## src/rtl/dram_rq_arbiter.sv

```systemverilog
// dram_rq_arbiter: round-robin share of one DRAM line request port.
// Ports: clk/rst_n; rq_* per-requester slots and returns; m_* downstream.
module dram_rq_arbiter #(
    parameter int NREQ = 3,
    parameter int AW   = 32,
    parameter int DW   = 128
) (
    input  logic                   clk,
    input  logic                   rst_n,
    input  logic [NREQ-1:0]        rq_wstart,
    input  logic [AW*NREQ-1:0]     rq_waddr,
    input  logic [DW*NREQ-1:0]     rq_wdata,
    input  logic [DW/8*NREQ-1:0]   rq_wmask,
    input  logic [NREQ-1:0]        rq_rstart,
    input  logic [AW*NREQ-1:0]     rq_raddr,
    output logic [NREQ-1:0]        rq_finish_wresp,
    output logic [NREQ-1:0]        rq_rdat_valid,
    output logic [DW-1:0]          rq_rdat_data,
    output logic [NREQ-1:0]        rq_finish_mrd,
    output logic [NREQ-1:0]        rq_full,
    output logic [NREQ-1:0]        rq_overflow,
    output logic                   m_wstart_rq,
    output logic [AW-1:0]          m_win_addr,
    output logic [DW-1:0]          m_in_wdata,
    output logic [DW/8-1:0]        m_in_mask,
    input  logic                   m_finish_wresp,
    output logic                   m_rstart_rq,
    output logic [AW-1:0]          m_rin_addr,
    input  logic [DW-1:0]          m_rdat_m_data,
    input  logic                   m_rdat_m_valid,
    input  logic                   m_finish_mrd
);

    localparam int MW = DW / 8;
    localparam int PW = $clog2(NREQ);

    typedef enum logic [2:0] {
        IDLE, WISSUE, WWAIT, RISSUE, RWAIT
    } state_t;

    state_t state, state_d;

    logic [NREQ-1:0] wpend, rpend;
    logic [AW-1:0]   wa_s [NREQ];
    logic [DW-1:0]   wd_s [NREQ];
    logic [MW-1:0]   wm_s [NREQ];
    logic [AW-1:0]   ra_s [NREQ];

    // ptr doubles as the owner of the transaction in flight
    logic [PW-1:0]   ptr, gidx, idx;
    logic            gfound, gwrite, grant;
    logic [NREQ-1:0] gsel, wfree, rfree;

    assign rq_full = wpend | rpend;

    // first pending requester after ptr, wrapping
    always_comb begin
        gfound = 1'b0;
        gwrite = 1'b0;
        gidx   = ptr;
        idx    = ptr;
        for (int k = 1; k <= NREQ; k++) begin
            idx = PW'((int'(ptr) + k) % NREQ);
            if (!gfound && (wpend[idx] || rpend[idx])) begin
                gfound = 1'b1;
                gidx   = idx;
                gwrite = wpend[idx];
            end
        end
    end

    always_comb begin
        state_d     = state;
        grant       = 1'b0;
        m_wstart_rq = 1'b0;
        m_rstart_rq = 1'b0;
        unique case (state)
            IDLE: begin
                if (gfound) begin
                    grant   = 1'b1;
                    state_d = gwrite ? WISSUE : RISSUE;
                end
            end
            WISSUE: begin
                m_wstart_rq = 1'b1;
                state_d     = WWAIT;
            end
            WWAIT: begin
                if (m_finish_wresp) state_d = IDLE;
            end
            RISSUE: begin
                m_rstart_rq = 1'b1;
                state_d     = RWAIT;
            end
            RWAIT: begin
                if (m_finish_mrd) state_d = IDLE;
            end
            default: state_d = IDLE;
        endcase
    end

    assign gsel  = grant ? (NREQ'(1) << gidx) : '0;
    assign wfree = gwrite ? gsel : '0;
    assign rfree = gwrite ? '0 : gsel;

    // a slot leaving for the issue registers can take a new pulse
    // on the same edge
    always_ff @(posedge clk or negedge rst_n) begin
        if (!rst_n) begin
            wpend       <= '0;
            rpend       <= '0;
            rq_overflow <= '0;
            for (int i = 0; i < NREQ; i++) begin
                wa_s[i] <= '0;
                wd_s[i] <= '0;
                wm_s[i] <= '0;
                ra_s[i] <= '0;
            end
        end else begin
            for (int i = 0; i < NREQ; i++) begin
                wpend[i] <= (wpend[i] & ~wfree[i]) | rq_wstart[i];
                rpend[i] <= (rpend[i] & ~rfree[i]) | rq_rstart[i];
                rq_overflow[i] <=
                    (rq_wstart[i] & wpend[i] & ~wfree[i]) |
                    (rq_rstart[i] & rpend[i] & ~rfree[i]);
                if (rq_wstart[i] && (!wpend[i] || wfree[i])) begin
                    wa_s[i] <= rq_waddr[i*AW +: AW];
                    wd_s[i] <= rq_wdata[i*DW +: DW];
                    wm_s[i] <= rq_wmask[i*MW +: MW];
                end
                if (rq_rstart[i] && (!rpend[i] || rfree[i])) begin
                    ra_s[i] <= rq_raddr[i*AW +: AW];
                end
            end
        end
    end

    always_ff @(posedge clk or negedge rst_n) begin
        if (!rst_n) begin
            state           <= IDLE;
            ptr             <= PW'(NREQ - 1);
            m_win_addr      <= '0;
            m_in_wdata      <= '0;
            m_in_mask       <= '0;
            m_rin_addr      <= '0;
            rq_finish_wresp <= '0;
            rq_finish_mrd   <= '0;
            rq_rdat_valid   <= '0;
            rq_rdat_data    <= '0;
        end else begin
            state           <= state_d;
            rq_finish_wresp <= '0;
            rq_finish_mrd   <= '0;
            rq_rdat_valid   <= '0;
            if (grant) begin
                ptr <= gidx;
                if (gwrite) begin
                    m_win_addr <= wa_s[gidx];
                    m_in_wdata <= wd_s[gidx];
                    m_in_mask  <= wm_s[gidx];
                end else begin
                    m_rin_addr <= ra_s[gidx];
                end
            end
            if (state == WWAIT && m_finish_wresp)
                rq_finish_wresp[ptr] <= 1'b1;
            if (state == RWAIT && m_rdat_m_valid) begin
                rq_rdat_valid[ptr] <= 1'b1;
                rq_rdat_data       <= m_rdat_m_data;
            end
            if (state == RWAIT && m_finish_mrd)
                rq_finish_mrd[ptr] <= 1'b1;
        end
    end

endmodule

```

## config.mk

```make
export PLATFORM = sky130hd
export DESIGN_NAME = dram_rq_arbiter
export DESIGN_NICKNAME = d
export VERILOG_FILES = /design/src/rtl/dram_rq_arbiter.sv
export SDC_FILE = /design/constraint.sdc
export NUM_CORES = 1
export LEC_CHECK = 0
export ABC_AREA = 1
export CELL_PAD_IN_SITES_DETAIL_PLACEMENT = 0
export CELL_PAD_IN_SITES_GLOBAL_PLACEMENT = 1
export CORE_AREA = 5 5 432 434
export CTS_CLUSTER_SIZE = 28
export DETAILED_ROUTE_END_ITERATION = 10
export DIE_AREA = 0 0 437 439
export PLACE_DENSITY_LB_ADDON = 0.2
export REMOVE_ABC_BUFFERS = 1
export SETUP_SLACK_MARGIN = 0.5
export SLEW_MARGIN = 20
export SYNTH_ARGS = -nofsm -noshare
export SYNTH_HDL_FRONTEND = slang
export SYNTH_SLANG_ARGS = --single-unit
export TNS_END_PERCENT = 1
```

## constraint.sdc

```tcl
create_clock -name clk -period 4.6 [get_ports clk]
set_input_delay 0.69 -clock clk [delete_from_list [all_inputs] [get_ports clk]]
set_output_delay 0.69 -clock clk [all_outputs]
set_load 0.02 [all_outputs]
```

==> flow_summary.toml <==
[status]
outcome = "finished clean"

[cts]
tritoncts = "built"
clock_path_buffers = 3
cts_buffers = 130
h-tree-depth = 4
root_buffer = "clkbuf_16"
clkLatencyLatePin_ns = 0.78
clk_pin_slew_ns = 0.06
cts.sinks = 983

[critical_path]
slowest_stage = "dfstp_2"
crit_required_ns = 5.30
endpoint_kind = "register"
r2r_slack_ns = 0.80
path_cells = "inv_1 > ha_1 > inv_4 > nand2_1 > nand3_1 > nand2_1 > nor2_4 > nand3_2 > clkinv_1 > nand2_1 > nand2_8 > nand4_1 > nand2_8 > buf_16 > nand3_1 > nand2_1"
crit_fanout = 101
arrival_ns = 4.49
start_kind = "register"
crit_top_cell = "nand2_1"
worstSetupPathType = "register to register"
cp_slowest_stage_delay_ns = 0.56

[timing]
tightestPinTransition_ns = 0.9288
period_share_pct = 82.56
rsz0062_at_grt = "true"
drv_slew = 0
timing.final.hold_violations = 0
fin_crit_ns = 3.798
setup_slack_ns = 0.8024
fin_worst_skew_ns = 0.02944
relSlewSlack_pct = 38.08
fmax_ghz = 0.2633
setup_violations = 0

[synth]
synth_edf_count = 0
synth.most_common_cell = "nand2_1"
synthTopCellsByCount = "nand2_1 (1920), dfrtp_1 (982), nand3_1 (648)"
synth_area_leaders = "dfrtp_1 (56%), nand2_1 (16%), nand3_1 (7.4%)"
synth_async_sr_flop_share_pct = 100.0
yosysTopAreaCell = "dfrtp_1"
synth_seq_cells = 983
synth_top_area_share_pct = 55.72
ys.flop_type = "dfrtp_1"
syn_avg_cell_area_sq_um = 8.169
synthCells = 5398
yosysSeqAreaShare_pct = 55.78
synth_cell_type_count = 29
synth_warnings = 0
syn_area_sq_um = 44100

[routing]
drt_wl_total_um = 203600
vias = 40390
drt-initial-drc-count = 2752
drc = 0
ant_nets = 0
drt_first_pass_iters = 7
vias_per_cell = 4.543
post_drt_wl_per_cell_um = 22.90

[die]
die_area_sq_um = 191800
rows = 157
die_w_um = 437
core_sq_um = 182300
start_util_pct = 24.19
fp.dieH_um = 439
ios = 1116

[layout]
final-seq-area_sq_um = 24600
drive_gt1_share_pct = 7.231
fillers = 19250
nets = 7142
multi_input_area_sq_um = 16840
final_area_sq_um = 62270
syn_to_final_growth_pct = 41.20

[global_routing]
overflow = 0
grt_max_degree = 121
track_usage_pct = 20.54
grt_pass1_vias = 41600
antenna_found_initial = 53
grt_pass1_wl_um = 293300

[placement]
hpwl_um = 136800
routabilityCongestion = 0.8266
dp_worst_setup_slack_ns = 0.7567
io_buffers = 1115
placed_area_sq_um = 57780

[job]
drv_cap = 0

[power]
p_per_area_nw_per_um2 = 882.9
power_uw = 54980
vdd_drop_max_v = 0.0007289
p_leak_uw = 0.02911

[min_path]
hold_path_class = "input pin to register"
[per-layer routing]
metal  track usage (%)  vias up  routed length (um)
li1                  -    19040                   -
met1             24.40    19830               81680
met2             35.25     1194              101400
met3             5.012      309               12260
met4             9.106       12                8238
met5                 0        -                  76
[registers in the layout, summed over array words and instances, names as in the netlist]
register         count
wd_s               384
m_in_wdata         128
rq_rdat_data       128
ra_s                96
wa_s                96
wm_s                48
m_rin_addr          32
m_win_addr          32
m_in_mask           16
rpend                3
rq_finish_mrd        3
rq_finish_wresp      3
rq_overflow          3
rq_rdat_valid        3
state                3
wpend                3
ptr                  2
[report_power, final]
group          switching, uW  total, uW  internal (uW)
clock                   4160      10400           6250
combinational          19600      29300           9700
sequential              2310      15300          12900
total                  26100      55000          28900
[stage by stage]
stage / instances / utilization (%) / hold slack (ns) / setup TNS, ns
floorplan: 5019 / - / 0.3944 / -4752.49
global placement: 8622 / 31.70 / 0.4536 / 0
detailed placement: 8622 / 31.70 / 0.4580 / 0
CTS: 8853 / 34.08 / 0.2940 / 0
global route: 8882 / 34.15 / 0.3358 / 0
finish: 8890 / 34.16 / 0.3534 / 0
[critical path, delay by kind of cell (launching register included)]
| kind | cells | cell delay (ns) |
|---|---|---|
| simple gates | 11 | 1.87 |
| buf+inv | 4 | 0.68 |
| flops | 1 | 0.56 |
| fa+ha+maj | 1 | 0.41 |
[path summary, 6_finish.rpt]
kind | cells after the start | from | endpoint
worst max-delay path | 16 | ptr[1] | wd_s[153]
worst min-delay path | 3 | rq_wstart[2] | wd_s[114]
worst max register to register | 16 | ptr[1] | wd_s[153]
worst min register to register | 2 | ra_s[90] | ra_s[90]
max in group asynchronous | 4 | rst_n | m_in_wdata[113]
min in group asynchronous | 2 | rst_n | rq_rdat_data[103]
[layout by cell type, fill, tap and decap left out, drive strengths merged]
master / instances
nand2: 1933
clkdlybuf4s50: 1111
dfrtp: 982
nand3: 649
nor2: 645
inv: 245
o21ai: 219
a21oi: 208
clkbuf: 199
mux2: 128
buf: 109
diode: 33
clkinv: 21
nand4: 5
ha: 5
bufinv: 5
nand3b: 2
or2: 2
o2111ai: 1
o22ai: 1
dlygate4sd3: 1
dfstp: 1
[final cells by class]
class	count	share of cell area [%]
Clock buffer	199	6.392
Antenna cell	33	0.1326
Multi-Input combinational cell	3798	27.04
Tap cell	2385	4.793
Inverter	240	1.467
Clock inverter	31	0.5827
Timing Repair Buffer	1221	20.08
Sequential cell	983	39.51
[repair_timing]
item / 4_1_cts / 5_1_grt
endpoints found under the hold margin: 56 / 0
buffers inserted: 0 / 2
hold buffers: 1 / 0
setup endpoints to repair: 0 / 214
gates resized for setup: 0 / 2
[cell families (layout without fill, tap and decap cells)]
logic type,count (synthesis),after routing,synth area share [%]
other cells,0,33,0
compound gates,429,429,4.889
simple gates,3234,3236,29.53
fa+ha+maj,5,5,0.1419
mux,128,128,3.269
buf+inv,619,1691,6.384
flops,983,983,55.78
No activity file was read; power rests on OpenSTA's default activity.
